## config.mk

```make
export PLATFORM = sky130hd
export DESIGN_NAME = tpu_operand_feeder
export DESIGN_NICKNAME = d
export VERILOG_FILES = /design/src/rtl/tpu_pkg.sv /design/src/rtl/tpu_skew_line.sv /design/src/rtl/tpu_operand_feeder.sv
export SDC_FILE = /design/constraint.sdc
export NUM_CORES = 1
export LEC_CHECK = 0
export BUFFER_PORTS_ARGS = -buffer_cell sky130_fd_sc_hd__buf_2
export CORE_MARGIN = 2
export CORE_UTILIZATION = 47
export DETAILED_ROUTE_END_ITERATION = 10
export PLACE_DENSITY = 0.75
export RECOVER_POWER = 100
export SLEW_MARGIN = 25
export SYNTH_ARGS = -nofsm -noshare
export SYNTH_HDL_FRONTEND = slang
export SYNTH_SLANG_ARGS = --single-unit
```

## constraint.sdc

```tcl
create_clock -name clk -period 1.91 [get_ports clk]
set_clock_uncertainty 0.15 [all_clocks]
set_input_delay 0.0955 -clock clk [delete_from_list [all_inputs] [get_ports clk]]
set_output_delay 0.0955 -clock clk [all_outputs]
set_load 0.02 [all_outputs]
```

## src/rtl/tpu_pkg.sv

```systemverilog
// Shared sizing and state encoding for the TPU operand feeder.
package tpu_pkg;
  localparam int LANES = 4;
  localparam int DW    = 8;
  localparam int IDXW  = 16;

  typedef enum logic [1:0] {
    ST_IDLE,
    ST_FETCH,
    ST_DRAIN
  } feed_state_e;
endpackage

```

## src/rtl/tpu_skew_line.sv

```systemverilog
// Fixed-depth data+valid delay line; data is forced to zero whenever valid is low.
module tpu_skew_line #(
  parameter int DEPTH = 1,
  parameter int W     = 8
) (
  input  logic         clk,
  input  logic         rst,
  input  logic         in_vld,
  input  logic [W-1:0] in_data,
  output logic         out_vld,
  output logic [W-1:0] out_data
);
  logic [DEPTH-1:0]        vld_pipe;
  logic [DEPTH-1:0][W-1:0] data_pipe;

  always_ff @(posedge clk) begin
    if (rst) begin
      vld_pipe  <= '0;
      data_pipe <= '0;
    end else begin
      // masking at entry keeps every downstream stage zero while invalid
      vld_pipe[0]  <= in_vld;
      data_pipe[0] <= in_vld ? in_data : '0;
      for (int j = 1; j < DEPTH; j++) begin
        vld_pipe[j]  <= vld_pipe[j-1];
        data_pipe[j] <= data_pipe[j-1];
      end
    end
  end

  assign out_vld  = vld_pipe[DEPTH-1];
  assign out_data = data_pipe[DEPTH-1];
endmodule

```

## src/rtl/tpu_operand_feeder.sv

```systemverilog
// Fetches one tile of A/B operand words and feeds them diagonally skewed into the systolic array.
module tpu_operand_feeder #(
  parameter int LANES = tpu_pkg::LANES,
  parameter int DW    = tpu_pkg::DW,
  parameter int IDXW  = tpu_pkg::IDXW
) (
  input  logic                  clk,
  input  logic                  rst,
  input  logic                  start,
  input  logic [7:0]            k_len,
  input  logic [IDXW-1:0]       a_base,
  input  logic [IDXW-1:0]       b_base,
  output logic                  busy,
  output logic                  done,
  output logic                  A_wr_en,
  output logic [IDXW-1:0]       A_index,
  input  logic [LANES*DW-1:0]   A_data_out,
  output logic                  B_wr_en,
  output logic [IDXW-1:0]       B_index,
  input  logic [LANES*DW-1:0]   B_data_out,
  output logic [LANES*DW-1:0]   arr_a,
  output logic [LANES*DW-1:0]   arr_b,
  output logic [LANES-1:0]      arr_a_vld,
  output logic [LANES-1:0]      arr_b_vld,
  output logic                  arr_clr
);
  import tpu_pkg::*;

  localparam int DCW = $clog2(LANES + 1);

  feed_state_e    state, state_nx;
  logic [7:0]     k_last, kcnt;
  logic [DCW-1:0] dcnt;
  logic           rd_vld;

  assign A_wr_en = 1'b0;
  assign B_wr_en = 1'b0;
  assign busy    = (state != ST_IDLE);

  always_ff @(posedge clk) begin
    if (rst) state <= ST_IDLE;
    else     state <= state_nx;
  end

  always_comb begin
    state_nx = state;
    case (state)
      ST_IDLE:  if (start && k_len != 8'd0) state_nx = ST_FETCH;
      ST_FETCH: if (kcnt == k_last) state_nx = ST_DRAIN;
      // lane LANES-1 of the last element leaves LANES+1 cycles after fetch ends
      ST_DRAIN: if (dcnt == DCW'(LANES)) state_nx = ST_IDLE;
      default:  state_nx = ST_IDLE;
    endcase
  end

  always_ff @(posedge clk) begin
    if (rst) begin
      k_last  <= '0;
      kcnt    <= '0;
      dcnt    <= '0;
      rd_vld  <= 1'b0;
      done    <= 1'b0;
      arr_clr <= 1'b0;
      A_index <= '0;
      B_index <= '0;
    end else begin
      done    <= 1'b0;
      arr_clr <= 1'b0;
      rd_vld  <= (state == ST_FETCH);
      case (state)
        ST_IDLE: if (start) begin
          if (k_len == 8'd0) begin
            done <= 1'b1;
          end else begin
            arr_clr <= 1'b1;
            k_last  <= k_len - 8'd1;
            kcnt    <= '0;
            A_index <= a_base;
            B_index <= b_base;
          end
        end
        ST_FETCH: begin
          kcnt <= kcnt + 8'd1;
          dcnt <= '0;
          if (kcnt != k_last) begin
            A_index <= A_index + IDXW'(1);
            B_index <= B_index + IDXW'(1);
          end
        end
        ST_DRAIN: begin
          dcnt <= dcnt + DCW'(1);
          if (dcnt == DCW'(LANES)) done <= 1'b1;
        end
        default: ;
      endcase
    end
  end

  // read data lands one cycle after its index; lane i then waits i+1 more cycles
  for (genvar i = 0; i < LANES; i++) begin : g_lane
    tpu_skew_line #(.DEPTH(i + 1), .W(DW)) u_skew_a (
      .clk(clk), .rst(rst), .in_vld(rd_vld), .in_data(A_data_out[i*DW +: DW]),
      .out_vld(arr_a_vld[i]), .out_data(arr_a[i*DW +: DW])
    );
    tpu_skew_line #(.DEPTH(i + 1), .W(DW)) u_skew_b (
      .clk(clk), .rst(rst), .in_vld(rd_vld), .in_data(B_data_out[i*DW +: DW]),
      .out_vld(arr_b_vld[i]), .out_data(arr_b[i*DW +: DW])
    );
  end
endmodule

```

======== Yosys cells after proc, flatten, opt, wreduce, memory -nomap -nowiden ========
Index checks and enable logic that the tools add are counted.
word-level totals
  register bits after elaboration ......... 235
  input bits .............................. 107
  output and inout bits ................... 109
  logic and storage cells ................. 90
cells by class
  $add $sub $neg .......................... 5
  equality and inequality tests ........... 11
  muxes and demuxes ....................... 21
  bitwise gates (word level) .............. 4
  reduce and logical (&&, ||, !) cells .... 13
operator list
  kind                   number
  $mux 16                6
  $pmux 16 s2            2
  $add 16x1->16 const B  2
  $mux 8                 2
  $pmux 8 s2             1
  $ne 2x2->1 const B     5
  $reduce_and 3->1       3
  $add 8x1->8 const B    1
  $eq 8x8->1             1
  $logic_not 8->1        1
  $ne 8x8->1             1
  $reduce_bool 8->1      1
  $sub 8x1->8 const B    1
  $mux 2                 3
  $pmux 2 s3             1
  $pmux 3 s2             1
  $reduce_bool 2->1      3
  $mux 1                 4
  $not 1->1              4
  $reduce_and 4->1       1
  $add 3x1->3 const B    1
  $eq 3x3->1 const B     1
  $reduce_or 3->1        1
  $eq 2x1->1 const B     1
  6 further kinds        6

======== Depth between registers and ports, before layout ========
  depth in word-level cells ............... 4
  gate-level depth with buffers ........... 10
  gate-level depth less buffers ........... 7

======== Hierarchy ========
Synthesis repeated with hierarchy kept, for this count alone.
unflattened totals
  cells, all modules ...................... 838
  area, all modules ....................... 8873.5 µm²
modules (own cells, without submodules)
  module                                  instances  cells each  area an instance (µm²)  sequential area each (µm²)
  tpu_operand_feeder                      1          418         3488.3                  1121.1
  tpu_skew_line (g_lane[3].u_skew_a ...)  2          83          1047.3                  720.7
  tpu_skew_line (g_lane[2].u_skew_a ...)  2          64          805.8                   540.5
  tpu_skew_line (g_lane[1].u_skew_a ...)  2          45          583.1                   360.3
  tpu_skew_line (g_lane[0].u_skew_a ...)  2          18          256.5                   180.2

======== Least setup slack after synthesis ========
OpenSTA, ideal clock, no wires.
  kind .................................... register to register
  start point ............................. reg state[0]
  end point ............................... reg B_index[14]
  library setup time ...................... 0.117 ns
  data arrival time ....................... 1.838 ns
  data required time ...................... 1.643 ns
  path slack .............................. -0.195 ns
  stages on the path, launching flop included .. 7
  buffers on the path ..................... 0
  period minus slack after synthesis ...... 2.105 ns
  path through ............................ dfxtp_1 inv_1 ha_1 nor4bb_2 a21o_2 or4_1 a32o_1
between the ends
  cells in the longest elaborated chain, start to end .. 3
  elaborated cells between the ends (all ways) .. 8
  those cells by class .................... eq/ne (4); mux (1); reduce/logical (3)
RTL lines
  element                                              line                      text
  start: declaration                                   tpu_operand_feeder.sv:31  feed_state_e state, state_nx;
  start signal: assignment                             tpu_operand_feeder.sv:42  else state <= state_nx;
  $eq 2x1->1 or $logic_not 2->1 (tied branches)        tpu_operand_feeder.sv:70  case (state)
  $ne 2x1->1 (no source line) (tied with other cells)  -
  $reduce_and 4->1 (no source line)                    -
  end signal: assignment                               tpu_operand_feeder.sv:79  B_index <= b_base;
  end signal: assignment                               tpu_operand_feeder.sv:87  B_index <= B_index + IDXW'(1);
  end: declaration                                     tpu_operand_feeder.sv:19  output logic [IDXW-1:0] B_index,
Several ways; a longest one is shown, not always the timed one.
A chain may end at the register's enable or synchronous reset.

======== Final worst setup path ========
  start point ............................. reg kcnt[7]
  end point ............................... reg B_index[13]
between the ends
  cells in the longest elaborated chain, start to end .. 3
RTL lines
  element                            line                      text
  start: declaration                 tpu_operand_feeder.sv:32  logic [7:0] k_last, kcnt;
  start signal: assignment           tpu_operand_feeder.sv:83  kcnt <= kcnt + 8'd1;
  $ne 8x8->1                         tpu_operand_feeder.sv:85  if (kcnt != k_last) begin
  $ne 2x1->1 (no source line)        -
  $reduce_and 4->1 (no source line)  -
No other way between the ends.

==> qor.yml <==
route:
  route.detailed.drc: 0
  drt-total-wl_um: 22400
  wire_per_inst_um: 16.1
  postRouteAntennaNets: 0
  firstDrtPassIters: 6
  via_per_inst: 5.01
  drtIter0Drc: 428
  route.vias.total: 6964
floorplanning:
  die_h_um: 136
  die_x_um: 136
  coreArea_sq_um: 17100
  core.rowCount: 48
  die-area_sq_um: 18400
  start_util_pct: 47.7
  ios: 216
power:
  pwr-share-comb_pct: 25.9
  powerDensity_nw_per_um2: 1140
  p_seq_share_pct: 38.3
  sw_frac_of_total_pct: 29.3
  p_leak_uw: 0.00522
  p_switching_uw: 3970
  clockPowerShare_pct: 35.8
  intPower_uw: 9560
  vdd.ir_drop.worst_uv: 1030
synthesis:
  avgSynthCellArea_sq_um: 10.1
  syn_inst: 812
  synth_top_area_share_pct: 53.9
  synth.most_common_cell: "dfxtp_1"
  ys.flop_type: "dfxtp_1"
  netlist_area_sq_um: 8170
  ys_types: 64
  synth_area_leaders: "dfxtp_1 54%, nor2b_1 8.0%, buf_4 5.6%"
  yosys.area.top_type: "dfxtp_1"
  ys_seq_area_share_pct: 53.9
  synth_seq_cells: 220
  ys_async_sr_fraction_pct: 0
  synth_common_cells: "220 x dfxtp_1, 104 x nor2b_1, 68 x and2_1"
  ys_warn_count: 0
  synth_edf_count: 0
critical_path:
  worstRegToRegCells: 8
  r2r-start: "kcnt[7]"
  crit_path_end_kind: "register"
  cp.arrival_ps: 2210
  worst_setup_path_start_kind: "register"
  r2r_end: "B_index[13]"
  cp_max_fo: 4
  critPathLaunch: "kcnt[7]"
  rrSetupSlack_ps: -30
  cp_data_required_time_ps: 2180
  timing_worst_setup_path_type: "reg -> reg"
clock_tree:
  cts-root-buf: "clkbuf_16"
  cts_max_path_buffers: 3
  cts_tree: "done"
  numCtsBuffers: 23
  cts.sinks: 220
  cts.reportedPaths.clkPinSlew_ps: 60
  h-tree-depth: 1
  insertion_delay_ps: 500
timing:
  post-route-period-util_pct: 102
  rsz0062_at_grt: "true"
  fmaxAchievable_mhz: 515
  setup_viol: 7
  hold_viol: 0
  slew_headroom_pct: 28.8
  tns_ps: -123
  layout_setup_ws_ps: -30.9
  tightestPinTransition_ps: 1070
  drv_slew: 0
  period_needed_ps: 1940
layout:
  finalNonFillerCells: 1389
  area_delta_synth_final_pct: 44.9
  post-route-util_pct: 69.1
  drive_above_1_share_pct: 35.0
  nets: 1264
global_route:
  grt_pass1_wl_um: 33700
  grt_max_degree: 67
  overflow: 0
  grt_pass1_vias: 6791
  antenna_found_initial: 1
  grtUsageTotal_pct: 22.9
hold_path:
  hold_path.class: "in -> reg"
  holdPathEnd: "k_last[2]"
  hold_depth: 5
  holdCritStartpoint: "k_len[1]"
run_status:
  failed_checks: "negative setup slack"
  status: "complete, but fails checks"
placement:
  io_buffers: 213
  dp_hpwl_um: 13700
  place_congestion: 0.920
  dp.cells: 1227
  dpl_worst_slack_ps: -147
flow_run:
  maxCapViolations: 0
[flip-flops by register name (all words and copies together) (netlist names), 8 cells and up]
signal and cells:
g_lane.u_skew_a.out_data 32, g_lane.u_skew_a.data_pipe 48, g_lane.u_skew_b.data_pipe 48, kcnt 8
B_index 16, A_index 16, g_lane.u_skew_b.out_data 32, k_last 8
[cell families (layout without fill, tap and decap cells)]
logic type      Yosys count  in the layout  share of synthesized area, %
mux                       5              5                         0.628
other cells               1              3                        0.0459
simple gates            327            327                          23.0
compound gates          113            114                          10.1
buf+inv                 116            465                          8.56
xor+xnor                 19             19                          2.04
fa+ha+maj                11             11                          1.69
flops                   220            220                          53.9
[cells in the final DEF (no fill, tap or decap), types with 16 or more instances in the layout]
master / instances
a211oi_1: 16
a21oi_1: 27
and2_1: 67
buf_2: 211
buf_4: 73
clkbuf_16: 23
dfxtp_1: 200
dfxtp_2: 16
dlygate4sd3_1: 110
nand2_1: 44
nor2_1: 35
nor2b_1: 104
[power by group through the flow]
stage | logic, uW | clock network [uW] | registers, uW
finish | 3500 | 4850 | 5190
CTS | 3240 | 4920 | 5160
floorplan | 1440 | 0 | 5500
global route | 3710 | 5110 | 5220
global placement | 2870 | 0 | 5240
detailed placement | 2910 | 0 | 5250
[final cells by class]
class,count,area [sq um]
inverters,15,62.6
fillers,1207,5290
multi-input cells,478,3330
clock inverters,11,171
diodes,1,2.50
well taps,225,282
flip-flops and latches,220,4440
repair buffers,408,2870
clock buffers,31,676
[stage by stage]
step	hold slack (ps)	area (sq um)	power, uW
2_1_floorplan	41.1	8250	6940
5_1_grt	174	11800	14000
3_3_place_gp	144	9580	8120
3_5_place_dp	147	9580	8170
4_1_cts	45.2	11600	13300
6_report	95.5	11800	13500
[critical path, cell delays in order, from the launching register on]
cell	delay (ps)
dfxtp_2	340
xnor2_2	190
nand4_1	150
buf_6	170
o31ai_4	340
buf_4	190
buf_4	100
a21oi_1	30
o31ai_1	180
[metal layers]
| metal | routed length [um] | GRT usage, % | up-vias |
|---|---|---|---|
| met5 | 0 | 0 | - |
| met4 | 666 | 7.41 | 0 |
| met3 | 1600 | 4.14 | 47 |
| met2 | 11200 | 42.2 | 306 |
| li1 | - | - | 3348 |
| met1 | 8930 | 26.7 | 3263 |
[how the worst max path moves through the flow]
stage                        endpoint  cells past startpoint
after floorplan           B_index[14]                      5
after global placement     B_index[7]                      8
after detailed placement   B_index[7]                      8
after CTS                 B_index[13]                      7
after global routing      B_index[13]                      8
final                     B_index[13]                      8
[repair_timing]
| action | in CTS | in global routing |
|---|---|---|
| gates resized for setup | 19 | 44 |
| hold endpoints to repair | 110 | 0 |
| buffers inserted | 2 | 6 |
| hold buffers | 110 | 0 |
| cloned | 1 | 0 |
| pin swaps | 9 | 18 |
| setup endpoints to repair | 25 | 41 |
Note: power is estimated with default switching activity, not from simulation.
